**src/rtl/trivium_decrypt.sv**
```systemverilog
// rtl/trivium_decrypt.sv - Trivium keystream receiver: XORs ciphertext bytes back to plaintext.
// Keystream bits are consumed LSB first, one per state update, bit-exact with the transmit side.
module trivium_decrypt #(
  parameter logic [79:0] KEY    = 80'h9719CFC92A9FF688F9AA,
  parameter logic [79:0] IV     = 80'hECBB76B09AFF71D0D151,
  parameter int          WARMUP = 1152
) (
  input  logic        clk,
  input  logic        rst,
  input  logic        resync,
  input  logic        ct_valid,
  output logic        ct_ready,
  input  logic [7:0]  ct_data,
  output logic        pt_valid,
  input  logic        pt_ready,
  output logic [7:0]  pt_data,
  output logic        keyed,
  output logic [15:0] byte_count
);

  typedef enum logic [1:0] {WARM, IDLE, GEN, HOLD} state_t;

  localparam logic [287:0] LOAD      = {KEY, 13'd0, IV, 112'd0, 3'b111};
  localparam logic [10:0]  WARM_LAST = 11'(WARMUP - 1);

  state_t        state_q, state_d;
  logic [287:0]  s_q, s_d;
  logic [10:0]   warm_cnt_q, warm_cnt_d;
  logic [2:0]    idx_q, idx_d;
  logic [7:0]    pt_data_q, pt_data_d;
  logic [15:0]   byte_count_q, byte_count_d;

  logic          t1, t2, t3, z, n1, n2, n3;
  logic [287:0]  s_next;

  always_comb begin
    t1     = s_q[222] ^ s_q[195];
    t2     = s_q[126] ^ s_q[111];
    t3     = s_q[45]  ^ s_q[0];
    z      = t1 ^ t2 ^ t3;
    n1     = t1 ^ (s_q[196] & s_q[197]) ^ s_q[117];
    n2     = t2 ^ (s_q[112] & s_q[113]) ^ s_q[24];
    n3     = t3 ^ (s_q[2]   & s_q[1])   ^ s_q[219];
    s_next = {n3, s_q[287:196], n1, s_q[194:112], n2, s_q[110:1]};
  end

  always_comb begin
    state_d      = state_q;
    s_d          = s_q;
    warm_cnt_d   = warm_cnt_q;
    idx_d        = idx_q;
    pt_data_d    = pt_data_q;
    byte_count_d = byte_count_q;
    if (resync) begin
      s_d          = LOAD;
      state_d      = WARM;
      warm_cnt_d   = 11'd0;
      idx_d        = 3'd0;
      byte_count_d = 16'd0;
    end else begin
      case (state_q)
        WARM: begin
          s_d = s_next;
          if (warm_cnt_q == WARM_LAST) begin
            warm_cnt_d = 11'd0;
            state_d    = IDLE;
          end else begin
            warm_cnt_d = warm_cnt_q + 11'd1;
          end
        end
        IDLE: begin
          if (ct_valid) begin
            // Ciphertext is decrypted in place, one bit per GEN cycle.
            pt_data_d = ct_data;
            idx_d     = 3'd0;
            state_d   = GEN;
          end
        end
        GEN: begin
          s_d              = s_next;
          pt_data_d[idx_q] = pt_data_q[idx_q] ^ z;
          idx_d            = idx_q + 3'd1;
          if (idx_q == 3'd7) state_d = HOLD;
        end
        HOLD: begin
          if (pt_ready) begin
            byte_count_d = byte_count_q + 16'd1;
            state_d      = IDLE;
          end
        end
        default: state_d = WARM;
      endcase
    end
  end

  always_ff @(posedge clk or negedge rst) begin
    if (!rst) begin
      state_q      <= WARM;
      s_q          <= LOAD;
      warm_cnt_q   <= 11'd0;
      idx_q        <= 3'd0;
      pt_data_q    <= 8'd0;
      byte_count_q <= 16'd0;
    end else begin
      state_q      <= state_d;
      s_q          <= s_d;
      warm_cnt_q   <= warm_cnt_d;
      idx_q        <= idx_d;
      pt_data_q    <= pt_data_d;
      byte_count_q <= byte_count_d;
    end
  end

  assign ct_ready   = (state_q == IDLE);
  assign pt_valid   = (state_q == HOLD);
  assign keyed      = (state_q != WARM);
  assign pt_data    = pt_data_q;
  assign byte_count = byte_count_q;

endmodule

```
**config.mk**
```make
export PLATFORM = sky130hd
export DESIGN_NAME = trivium_decrypt
export DESIGN_NICKNAME = d
export VERILOG_FILES = /design/src/rtl/trivium_decrypt.sv
export SDC_FILE = /design/constraint.sdc
export NUM_CORES = 1
export LEC_CHECK = 0
export ABC_AREA = 1
export CORE_MARGIN = 1.5
export CORE_UTILIZATION = 60
export DETAILED_ROUTE_END_ITERATION = 8
export GPL_ROUTABILITY_DRIVEN = 0
export PLACE_DENSITY_LB_ADDON = 0.12
export RECOVER_POWER = 25
export SETUP_SLACK_MARGIN = 0.1
export SYNTH_ARGS = -nofsm -noshare
export SYNTH_HDL_FRONTEND = slang
export SYNTH_SLANG_ARGS = --single-unit
```
**constraint.sdc**
```tcl
create_clock -name clk -period 4.3 [get_ports clk]
set_input_delay 1.075 -clock clk [delete_from_list [all_inputs] [get_ports clk]]
set_output_delay 1.075 -clock clk [all_outputs]
set_load 0.03 [all_outputs]
```
## Yosys cells after proc, flatten, opt, wreduce, memory -nomap -nowiden

Cells that the tools add are included.

| word-level totals | value |
|---|---|
| bits in registers | 328 |
| input port bits | 13 |
| output and inout port bits | 27 |

| operators by class | value |
|---|---|
| reductions and logical operators | 14 |
| equality and inequality tests | 10 |
| add/subtract/negate cells | 3 |
| order comparisons | 2 |
| muxes and demuxes | 24 |
| bitwise operators | 16 |

Operator list:

| cell | number |
|---|---|
| 2-to-1 mux 288 bit | 2 |
| 2-to-1 mux 16 bit | 3 |
| 2-to-1 mux 11 bit | 3 |
| adder 16 x 1 -> 16 bit, second input constant | 1 |
| one-hot mux 8 bit (2 select lines) | 1 |
| nonzero test 2 bit | 6 |
| bitwise XOR 1 bit | 12 |
| adder 11 x 1 -> 11 bit, second input constant | 1 |
| == test 11 bit, second input constant | 1 |
| 2-to-1 mux 2 bit | 5 |
| inequality test 3 bit, second input constant | 3 |
| bitwise mux 8 bit | 1 |
| 2-to-1 mux 8 bit | 1 |
| one-hot mux 2 bit (4 select lines) | 1 |
| 2-to-1 mux 3 bit | 2 |
| one-hot mux 3 bit (2 select lines) | 1 |
| == test 2 bit, second input constant | 2 |
| < comparator 3 x 4 -> 1 bit, second input constant | 1 |
| AND reduction 2 bit | 2 |
| AND reduction 4 bit | 1 |
| adder 3 x 1 -> 3 bit, second input constant | 1 |
| bitwise AND 1 bit | 3 |
| binary-select mux 1 bit (select 3 bit) | 1 |
| demux 1 bit (select 3 bit) | 1 |
| other kinds (12) | 13 |

## Depth between registers and ports, before layout

Gate-level depths: netlist of the first run.

| depth | value |
|---|---|
| word-level depth | 6 |
| gate-level depth with buffers | 11 |
| mapped depth without buffers | 11 |

## Worst setup path before layout of the first run

Ideal clock, no wire load.

| timing | value |
|---|---|
| path type | input to register |
| start point | input pt_ready |
| end point | register byte_count_q[12] (netlist: byte_count[12]) |
| data arrival time | 1.943 ns |
| path buffers | 0 |
| setup time | 0.119 ns |
| path slack | 2.238 ns |
| stages | 9 |
| cell sequence | nand2_1 nand2_2 nand3_4 nor2_4 nand3_2 nor2_2 nand2_1 nand2_1 nor2_1 |

| between the ends | value |
|---|---|
| word-level cells in the longest chain between the ends | 2 |

Ends and longest elaborated chain:

| item | line | RTL |
|---|---|---|
| start: declaration | 15 | `input logic pt_ready,` |
| nonzero test 2 bit (no source line) | -- |  |
| AND reduction 2 bit (no source line) | -- |  |
| end signal: assignment | 110 | `byte_count_q <= byte_count_d;` |
| end: declaration | 31 | `logic [15:0] byte_count_q, byte_count_d;` |

No other way between the ends.
A chain may end at the register's enable or synchronous reset.

## Worst setup path in the final report of the first run

| timing | value |
|---|---|
| start point | register state_q[0] |
| end point | output keyed |

| between the ends | value |
|---|---|
| word-level cells in the longest chain between the ends | 1 |

Ends and longest elaborated chain:

| item | line | RTL |
|---|---|---|
| start: declaration | 26 | `state_t state_q, state_d;` |
| start signal: assignment | 105 | `state_q <= state_d;` |
| nonzero test 2 bit | 116 | `assign keyed = (state_q != WARM);` |
| end: declaration | 17 | `output logic keyed,` |

No other way between the ends.

==> impl_results.md, run 1 <==
* Fin Hold WS at 0.484 ns
* Final Util at 0.690
* Met3 Use GR at 0.0344
* Synth cell types at 36
* Maximum vdd drop at 0.000411 V
* Site Rows at 54
* Worst endpoint required time at 3.22 ns
* Core area at 21800 sq um
* CTS clk-pin slew, worst paths at 0.06 ns
* Overall global routing resource usage at 0.214
* Initial DRC count at 523
* Die width at ~150 um
* Tmin final at roughly 3.3 ns
* Rel. slew slack at -0.610
* Critical Path Max Stage Delay at 0.66 ns
* Vias post-DR at 8774
* Reg2reg end: pt_data[0]
* Syn_nets at 1308
* R2R cell count at 6
* Worst path slowest cell: clkdlybuf4s50_1
* Critical Path End: keyed
* Placed instance area at 13900 sq um
* Final Total Pwr at 8.88 mW
* Drt pass-1 iters at 5
* Grt total ovfl at 0
* Drt total wl at ~23000 um
* CTS tree: built
* CP Launch Point: state_q[0]
* GR peak layer: met2
* CTS root buf: clkbuf_16
* RSZ-0062 raised after global routing: no
* Worst min-delay path class: flop to flop
* Status: finished, violations left
* DRC Markers at 0
* Critical path class: flop to output pin
* Fraction of layout instances using a drive strength above 1 at 0.146
* Final Max Tran Viols at 100
* Cell Area, Synth at between 10000 and 15000 sq um
* Post-synthesis cell count at 1287
* Met2 usage at 0.344
* Setup TNS at 0 ns
* Yosys reg bits at ~330
* R2r setup slk at 2.25 ns
* Seq/Total Area, Yosys at 0.628
* Deepest clock path buffer count at 3
* Design Area, Final at 15000 sq um
* Post_cts resized at 0
* Number of synthesized flops with an enable pin at 0
* Nets@finish at 1330
* TritonCTS Sinks at 328
* Die Height at approximately 150 um
* Die footprint at 23000 sq um
* Vias in the first global route at 8661
* Critical-path cell list: inv_2, ha_1, inv_1, clkdlybuf4s50_1
* Worst hold path depth at 2
* Worst Setup Start Kind: flop
* First-pass GRT wire length at 40300 um
* Largest net degree at the start of global routing at ~100
* RR Startpoint: state_q[0]
* Yosys top cell by area: dfrtp_1
* Actual slew at the worst max-slew pin at 2.41 ns
* Setup-failing EPs final at 0
* WL per Instance at 14.4 um
* FMAX at 307 MHz
* Initial antenna violation count at 0
* Worst Setup End Kind: output pin
* Hpwl dp at between 10000 and 15000 um
* Lkg Pwr at 6.92 nW
* Clock skew at 0.0159 ns
* Avg Inst Size Synth at 10.3 sq um
* Area growth syn-to-layout at 13.3%
* Crit share post-route at 0.757
* Synth top area share at 0.444
* Failing checks: capacitance limit, slew limit
* IO Port Bufs at 39
* Setup bufs post-CTS at 0
* Hold buffer count at cts at 0
* CP Max Fanout at 8
* Initial Util at 0.609
* Post-route ant nets at 0
* CTS Buf Count at 35
* Top-count cell post-synth: inv_1
* Prevailing post-synth register cell: dfrtp_1
* Met1 Use GR at 0.304
* Async SR Flop Fraction at 1.00
* Avg Vias per Cell at 5.43
* Clk_lat worst skew at 0.51 ns
* Antenna Diode Count at 0
* Synth top area cells: dfrtp_1 (44%), dfstp_2 (18%), inv_1 (9.2%)
* Arrival @ worst endpoint at 2.18 ns
* Commonest cells post-synth: inv_1 (326), dfrtp_1 (235), o22ai_1 (194), dfstp_2 (93), a22oi_1 (89)
* Synth warn at 0
* Pwr per Cell Area at 591 nW/um^2
* # H-tree levels at 2
* Max_cap viols at 1
* IO Pins at 40
* Final Hold Vio Count at 0
-- cells by family after synthesis --
family                     synth area share
AOI/OAI and AO/OA                     0.175
xor gates and xnor gates            0.00859
adders and majority gates           0.00755
buffers and inverters                 0.119
DFF                                   0.628
and+or+nand+nor                      0.0614
-- worst min path at each step --
stage | end | slack, ns | startpoint
after detailed placement | s_q[139] | 0.47 | s_q[139]
after CTS | s_q[262] | 0.49 | s_q[262]
final | s_q[274] | 0.48 | s_q[274]
after global placement | s_q[193] | 0.47 | s_q[193]
after global routing | s_q[253] | 0.50 | s_q[253]
after floorplan | s_q[193] | 0.45 | s_q[193]
-- critical path, delay by kind of cell, from the launching register on --
kind | cells | cell delay (ns)
buf+inv | 3 | 0.90
flops | 1 | 0.50
fa+ha+maj | 1 | 0.27
-- power by group --
part,switching (mW),total (mW),internal [mW]
Combinational,1.33,1.99,0.657
Clock,1.19,2.91,1.72
Sequential,0.205,3.98,3.78
Total,2.73,8.88,6.15
-- metrics by stage --
stage / setup WS (ns) / cells
floorplan: 2.24 / 1287
finish: 1.05 / 1616
global placement: 1.32 / 1552
detailed placement: 1.29 / 1552
CTS: 1.02 / 1616
global route: 0.961 / 1616
-- cells in the final DEF (no fill, tap or decap), types with 3 or more instances in the layout --
| cell type | instances |
|---|---|
| ha_1 | 8 |
| a21oi_1 | 31 |
| buf_12 | 6 |
| a22oi_1 | 89 |
| nor3_1 | 14 |
| dfrtp_1 | 235 |
| nand2_1 | 79 |
| clkbuf_8 | 6 |
| nor2_4 | 3 |
| dfstp_2 | 93 |
| clkbuf_16 | 36 |
| xnor2_1 | 4 |
| o22ai_1 | 194 |
| inv_6 | 3 |
| inv_1 | 325 |
| nand2_2 | 3 |
| nor2_1 | 28 |
| xor2_1 | 9 |
| nand4_1 | 7 |
| clkdlybuf4s50_1 | 38 |
| buf_4 | 12 |
| nor4_1 | 9 |
| clkinv_2 | 9 |
| clkbuf_1 | 8 |
| o21ai_0 | 30 |
| o21ai_2 | 8 |
| nand3_1 | 25 |
-- cell type report --
| type | count | area, sq um |
|---|---|---|
| sequential | 328 | 8320 |
| fill | 1640 | 6740 |
| multi-input combinational | 556 | 3360 |
| inverter | 331 | 1250 |
| clock buffer | 50 | 1010 |
| timing repair buffer | 57 | 596 |
| tap | 280 | 350 |
| clock inverter | 14 | 119 |
-- flip-flops by register name (all words and copies together), names as in the netlist --
signal	cells
s_q	288
byte_count	16
warm_cnt_q	11
pt_data	8
idx_q	3
state_q	2
-- per-layer routing --
layer	vias to the layer above	routed length, um	share of wire
li1	4305	-	-
met1	4316	11200	0.48
met2	123	10900	0.47
met3	30	820	0.035
met4	0	393	0.017
met5	-	0	0
Note: power is estimated with default switching activity, not from simulation.
==> inputs of run 2 (changes only) <==
clock period = 3.38 ns   (was 4.3 ns; I/O delays follow)
==> impl_results.md, run 2 (synthesis gave the netlist of run 1 again) <==
* DRC Markers at 0 (unchanged)
* Worst path slowest cell: clkdlybuf4s50_1
* Setup TNS at 0 ns (unchanged)
* Arrival @ worst endpoint at 2.23 ns (+0.05 ns)
* Final Hold Vio Count at 0 (unchanged)
* Vias in the first global route at 8748 (+1.0%)
* Critical Path Max Stage Delay at 0.67 ns (about the same)
* Worst min-delay path class: flop to flop
* Hold buffer count at cts at 0 (unchanged)
* Drt total wl at 23600 um (+1.2%)
* Failing checks: capacitance limit, slew limit
* Site Rows at 54 (unchanged)
* Area growth syn-to-layout at 13.5%
* Routed met3 length at 821 um (+0.12%)
* CTS root buf: clkbuf_16
* Overall global routing resource usage at 0.217 (+0.00321)
* Initial antenna violation count at 0 (unchanged)
* Lkg Pwr at 6.90 nW (-0.31%)
* Post_cts resized at 0 (unchanged)
* Final Total Pwr at 11.3 mW (+28%)
* Die width at 152 um (unchanged)
* Antenna Diode Count at 0 (unchanged)
* Max_cap viols at 1 (unchanged)
* Nets@finish at 1330 (unchanged)
* Clock skew at 0.0135 ns (-0.00232 ns)
* Core area at 21800 sq um (unchanged)
* Buf/Inv on CP at 3 (unchanged)
* Critical path class: flop to output pin
* Vias post-DR at 8873 (+1.1%)
* Commonest non-fill, non-tap cells in the layout: inv_1 (325), dfrtp_1 (235), o22ai_1 (194), dfstp_2 (93), a22oi_1 (89)
* Hpwl dp at 13600 um (+1.3%)
* # H-tree levels at 2 (unchanged)
* Die Height at 152 um (unchanged)
* Pwr per Cell Area at 754 nW/um^2 (+28%)
* Largest net degree at the start of global routing at 102 (unchanged)
* Fraction of layout instances using a drive strength above 1 at 0.143 (-0.00256)
* Crit share post-route at 0.909
* Tmin final at 3.07 ns
* TritonCTS Sinks at 328 (unchanged)
* CTS Buf Count at 35 (unchanged)
* CP Max Fanout at 8 (unchanged)
* IO Pins at 40 (unchanged)
* CTS tree: built
* CP delay by family, top: buffers and inverters
* Top Layer Used: met4
* FMAX at 325 MHz
* Initial Util at 0.609 (unchanged)
* Maximum vdd drop at 0.000462 V (+12%)
* WL per Instance at 14.6 um (+1.5%)
* IO Port Bufs at 39 (unchanged)
* Deepest clock path buffer count at 3 (unchanged)
* Clk_lat worst skew at 0.50 ns (about the same)
* Die footprint at 23000 sq um (unchanged)
* Setup-failing EPs final at 0 (unchanged)
* Met2 wire length at 11100 um (+1.9%)
* CTS clk-pin slew, worst paths at 0.06 ns (about the same)
* RSZ-0062 raised after global routing: no
* Most common cell after layout, fill and taps aside: inv_1
* Biggest register: s_q
* Worst Setup Start Kind: flop
* First-pass GRT wire length at 40700 um (+1.0%)
* Worst endpoint required time at 2.53 ns (-0.69 ns)
* Fillers at 1611 (-1.8%)
* Setup bufs post-CTS at 0 (unchanged)
* Final Max Tran Viols at 98 (-2.0%)
* Avg Vias per Cell at 5.50 (+1.4%)
* Status: finished, violations left
* Placed instance area at 13900 sq um (+0.18%)
* Max reg flops at 288 (unchanged)
* Worst Setup End Kind: output pin
* Rel. slew slack at -0.717 (-0.108)
* Design Area, Final at 15000 sq um (+0.15%)
* Initial DRC count at 419 (-20%)
* Grt total ovfl at 0 (unchanged)
* WL met1 at 11200 um (about the same)
* Critical-path cell list: inv_2, ha_1, inv_1, clkdlybuf4s50_1
* Actual slew at the worst max-slew pin at 2.58 ns (+0.161 ns)
* Post-route ant nets at 0 (unchanged)
* Drt pass-1 iters at 5 (unchanged)
-- run 2: path summary, 6_finish.rpt --
path	startpoint	endpoint	slack, ns	depth (start not counted)
setup / recovery	state_q[0]	keyed	0.31	4
hold / removal	s_q[193]	s_q[193]	0.48	2
setup reg to reg	state_q[0]	pt_data[1]	1.27	6
hold reg to reg	s_q[193]	s_q[193]	0.48	2
max in group asynchronous	rst	s_q[29]	0.73	1
min in group asynchronous	rst	s_q[146]	1.13	1
-- run 2: stage by stage --
stage                     utilization  cells  hold WS, ns  setup WS (ns)
after floorplan                     -   1287        0.452           1.48
after global placement          0.640   1552        0.463          0.639
after detailed placement        0.640   1552        0.472          0.597
after CTS                       0.692   1612        0.395          0.305
after global routing            0.691   1612        0.506          0.230
final                           0.691   1612        0.477          0.307
-- run 2: worst register-to-register path, stage by stage, from the launching register on --
cell	delay (ns)
dfrtp_1	0.52
inv_2	0.18
ha_1	0.26
inv_1	0.64
o21ai_2	0.15
a21oi_1	0.15
a21oi_1	0.09
-- run 2: final cells by class --
type                    count  area (sq um)  area share
repair buffers             57           618      0.0411
clock inverters            12           158      0.0105
clock buffers              48           975      0.0648
inverters                 331          1250      0.0833
multi-input cells         556          3360       0.224
well taps                 280           350      0.0233
flip-flops and latches    328          8320       0.553
-- run 2: routing by layer --
metal / GRT usage / up-vias
met1: 0.307 / 4411
li1: - / 4293
met4: 0.0639 / 0
met2: 0.349 / 131
met5: 0 / -
met3: 0.0338 / 38
-- run 2: where the power goes --
group          total, mW  leakage (nW)  switching (mW)  internal (mW)
sequential          5.07          4.16           0.270           4.80
combinational       2.53          2.20            1.69          0.835
clock               3.74         0.533            1.48           2.25
==> variant 1, RTL diff (flow settings as in run 1) <==
Re-encode `state_t` (4 states) as one-hot, 4 bits wide.
--- a/src/rtl/trivium_decrypt.sv
+++ b/src/rtl/trivium_decrypt.sv
@@ -18,7 +18,7 @@
   output logic [15:0] byte_count
 );
 
-  typedef enum logic [1:0] {WARM, IDLE, GEN, HOLD} state_t;
+  typedef enum logic [3:0] {WARM = 4'b0001, IDLE = 4'b0010, GEN = 4'b0100, HOLD = 4'b1000} state_t;
 
   localparam logic [287:0] LOAD      = {KEY, 13'd0, IV, 112'd0, 3'b111};
   localparam logic [10:0]  WARM_LAST = 11'(WARMUP - 1);
Formal check against the unedited RTL: no difference found for any inputs over 10 cycles, from zero or initial values and one cycle with rst low; not proved beyond that.
==> variant 1 against run 1 <==
Cell area increased by 2.2%. Critical path type unchanged. Register-to-register slack lost 0.55 ns. The run still ends with max-capacitance violations, max-slew violations left. Sequential cell count rose by 2. Highest routed layer unchanged. Area after synthesis increased by 3.1%. Synthesized cell count is 5.6% higher. Total power rose by 6.3%. Critical path depth unchanged. Routed wire length grew 4.6%. Worst setup slack improved by 0.051 ns.
==> variant 1: results <==
drt:
  wl_um: 24400
  drt_iter0_markers: 594
  drtPass1Iterations: 7
  viasPerCell: 5.40
sta:
  report.final.slew_viol_count: 79
  worstMarginPinSlew_ns: 2.15
  skew_ns: 0.0190
run_status:
  status: "complete, but fails checks"
  violations: "max-capacitance violations, max-slew violations"
synthesis:
  synthCells: 1359
  ys_types: 35
  yosysTopAreaCellShare_pct: 43.2
  synth_area_leaders: "dfrtp_1 (43%), dfstp_2 (18%), inv_1 (9.1%), o22ai_1 (8.2%), a22oi_1 (4.5%)"
  ys_seq_area_share_pct: 61.3
  synth_common_cells: "inv_1 (330), dfrtp_1 (236), o22ai_1 (180)"
power:
  leakage_uw: 0.00721
  clkPwrFrac_pct: 32.6
  power_switching_share_pct: 31.1
  p_seq_share_pct: 43.7
  vdd_drop_max_v: 0.000371
critical_path:
  reg2regPathDepth: 8
  cp-startpoint: "state_q[3]$_DFFE_PN0P_"
  arrival_ns: 2.13
  reg2reg_from: "state_q[0]$_DFFE_PN1P_"
  regToRegEndpoint: "s_q[96]$_DFFE_PN0P_"
  worstSetupEndpoint: "ct_ready"
  r2r_slack_ns: 1.70
grt:
  grt_max_degree: 96
  grt_pass1_wl_um: 42900
  grt_util_all_layers_pct: 21.7
  grt_pass1_vias: 9146
place:
  place_inst: 1628
  dp_hpwl_um: 14100
layout:
  largest_register: "s_q"
  layout-drive-gt1-share_pct: 14.4
  fin_nets: 1397
flow_run:
  drv_cap: 1
hold_path:
  hold_start: "s_q[208]$_DFFE_PN0P_"
[variant 1: cell count changes after synthesis, sizes merged, moves of 7 or more]
cell    before  now
clkbuf      22    9
nand4        8   20
nor2        33   50
a22oi       89   82
nor4         9    0
o22ai      194  180
inv        329  339
buf         50   62
nor3        14   23
nand3       28   36
nand2       82  134
[variant 1: layout make-up]
type                    instances  area (µm²)
multi-input cells             619        3530
clock inverters                 9         101
repair buffers                 55         593
flip-flops and latches        330        8380
clock buffers                  53        1110
inverters                     339        1280
fillers                      1733        7160
well taps                     285         357
[variant 1: worst max-delay path, cell delays in order, from the launching register on]
cell and delay (ns):
dfrtp_1 0.41, nor2_1 0.17, nand3_1 0.16, inv_1 0.18, clkdlybuf4s50_1 0.69
[variant 1: metrics by stage]
| step | instance area, µm² | power (µW) | hold slack, ns | utilization [%] | setup slack (ns) |
|---|---|---|---|---|---|
| floorplan | 13700 | 5910 | 0.450 | - | 2.27 |
| global placement | 14100 | 6340 | 0.462 | 62.9 | 0.946 |
| detailed placement | 14100 | 6410 | 0.467 | 62.9 | 0.938 |
| CTS | 15400 | 9530 | 0.484 | 68.2 | 1.07 |
| global route | 15300 | 9970 | 0.495 | 68.2 | 0.924 |
| finish | 15300 | 9440 | 0.480 | 68.2 | 1.10 |
[variant 1: routing by layer]
metal,GRT usage [%],wire length (µm)
met5,0,0
met3,3.58,712
met4,6.52,412
met2,34.8,11500
met1,30.8,11800
[variant 1: cells by family after synthesis]
family / count (synthesis) / share of synthesized area [%]
compound gates: 341 / 16.1
simple gates: 265 / 8.70
buf+inv: 410 / 13.0
flops: 330 / 61.3
xor+xnor: 9 / 0.577
fa+ha+maj: 4 / 0.366
==> variant 2, RTL diff (flow settings as in run 1) <==
Without the edit above. Change the parameter `WARMUP` from 1152 to 864.
--- a/src/rtl/trivium_decrypt.sv
+++ b/src/rtl/trivium_decrypt.sv
@@ -3,7 +3,7 @@
 module trivium_decrypt #(
   parameter logic [79:0] KEY    = 80'h9719CFC92A9FF688F9AA,
   parameter logic [79:0] IV     = 80'hECBB76B09AFF71D0D151,
-  parameter int          WARMUP = 1152
+  parameter int          WARMUP = 864
 ) (
   input  logic        clk,
   input  logic        rst,
Behaviour: no difference found for any inputs over 10 cycles, from zero or initial values and one cycle with rst low; that may be too few to reach the edited logic, so the function may still have changed.
==> variant 2 against run 1 <==
Via count increased by 1.5%. Sequential share of layout area increased by 0.69 points. Critical path depth unchanged. Utilization decreased by 0.63 points. Total power decreased by 3.2%. Cell area decreased by 1.2%. Worst hold slack got worse by 0.0039 ns. Global-route usage decreased by 0.35 points. Routed wire length decreased by 0.91%. Worst setup slack got worse by 0.11 ns. The run still ends with max-capacitance violations, max-slew violations left. Count of clock-buffer cells in the layout increased by 6. Area after synthesis decreased by 0.53%. Die area decreased by 0.52%. Highest routed layer unchanged. Sequential cell count unchanged.
==> variant 2: results <==
critical_path:
  arrival_ns: 2.29
  crit_slowest_cell: "clkdlybuf4s50_1"
  critPathMaxFanout: 8
  reg2regPathDepth: 7
  cp_top_family: "buffers and inverters"
  worstSetupEndpoint: "keyed"
  r2r_slack_ns: 2.09
  slowest_delay_ns: 0.71
  regToRegEndpoint: "state_q[1]$_DFFE_PN0P_"
grt:
  antenna_found_initial: 0
  grt_pass1_vias: 8537
  grt_max_degree: 97
  grt_util_all_layers_pct: 21.0
  grt_pass1_wl_um: 39500
clock_tree:
  clk_pin_slew_worst_paths_ns: 0.06
  root_buffer: "clkbuf_16"
  cts_buffers: 34
  htree_levels: 2
  clkLatencyLatePin_ns: 0.51
  clockBufferDepth: 3
  cts_resized: 0
synthesis:
  synth_area_leaders: "dfrtp_1 (45%), dfstp_2 (19%), inv_1 (9.2%), o22ai_1 (9.0%), a22oi_1 (5.1%)"
  yosysWarnings: 0
  ys_types: 34
  synth_common_cells: "inv_1 (323), dfrtp_1 (235), o22ai_1 (190)"
  syn_avg_cell_area_um2: 10.2
  ys_seq_area_share_pct: 63.1
sta:
  hold_violations: 0
  skew_ns: 0.00907
  hold_slack_ns: 0.480
  setup_slack_ns: 0.938
  report.final.slew_viol_count: 94
  worstMarginPinSlew_ns: 2.36
flow_run:
  drv_cap: 1
drt:
  drt_iter0_markers: 576
  drtPass1Iterations: 5
  viasPerCell: 5.50
  wl_um: 23100
layout:
  fin_nets: 1335
  diodes: 0
  instances_no_fill: 1620
  largest_register: "s_q"
  layout-drive-gt1-share_pct: 12.4
  largest_register_ffs: 288
run_status:
  violations: "max-capacitance violations, max-slew violations"
  status: "complete, but fails checks"
place:
  portBuffers: 39
  dp_hpwl_um: 13500
  placed_area_mm2: 0.0138
  place_ws_ns: 0.791
hold_path:
  holdPathStages: 2
  hold_class: "flop to flop"
  hold_start: "s_q[179]$_DFFE_PN1P_"
  min_delay_worst_endpoint: "s_q[179]$_DFFE_PN1P_"
power:
  vdd_drop_max_v: 0.000397
  leakage_uw: 0.00686
## variant 2: layout make-up
cell class | instances | area [µm²]
repair buffers | 52 | 556
inverters | 327 | 1240
clock inverters | 6 | 48.8
clock buffers | 56 | 993
flip-flops and latches | 328 | 8320
fillers | 1630 | 6850
well taps | 280 | 350
multi-input cells | 571 | 3320
## variant 2: power breakdown
part,internal [µW],switching (µW)
Sequential,3770,201
Clock,1590,1120
Combinational,617,1290
Total,5980,2610
## variant 2: routing by layer
layer	global-route usage (%)	vias up	routed length [µm]
met3	3.34	29	819
met1	29.9	4416	11000
met2	34.1	124	10900
li1	-	4338	-
met4	5.24	0	335
met5	0	-	0
## variant 2: cells by family (layout without fill, tap and decap cells)
logic type,Yosys count,in the layout,share of synthesized area [%]
AOI/OAI and AO/OA,358,358,17.3
xor gates and xnor gates,8,8,0.532
adders and majority gates,8,8,0.759
buffers and inverters,399,441,11.7
DFF,328,328,63.1
and+or+nand+nor,197,197,6.58
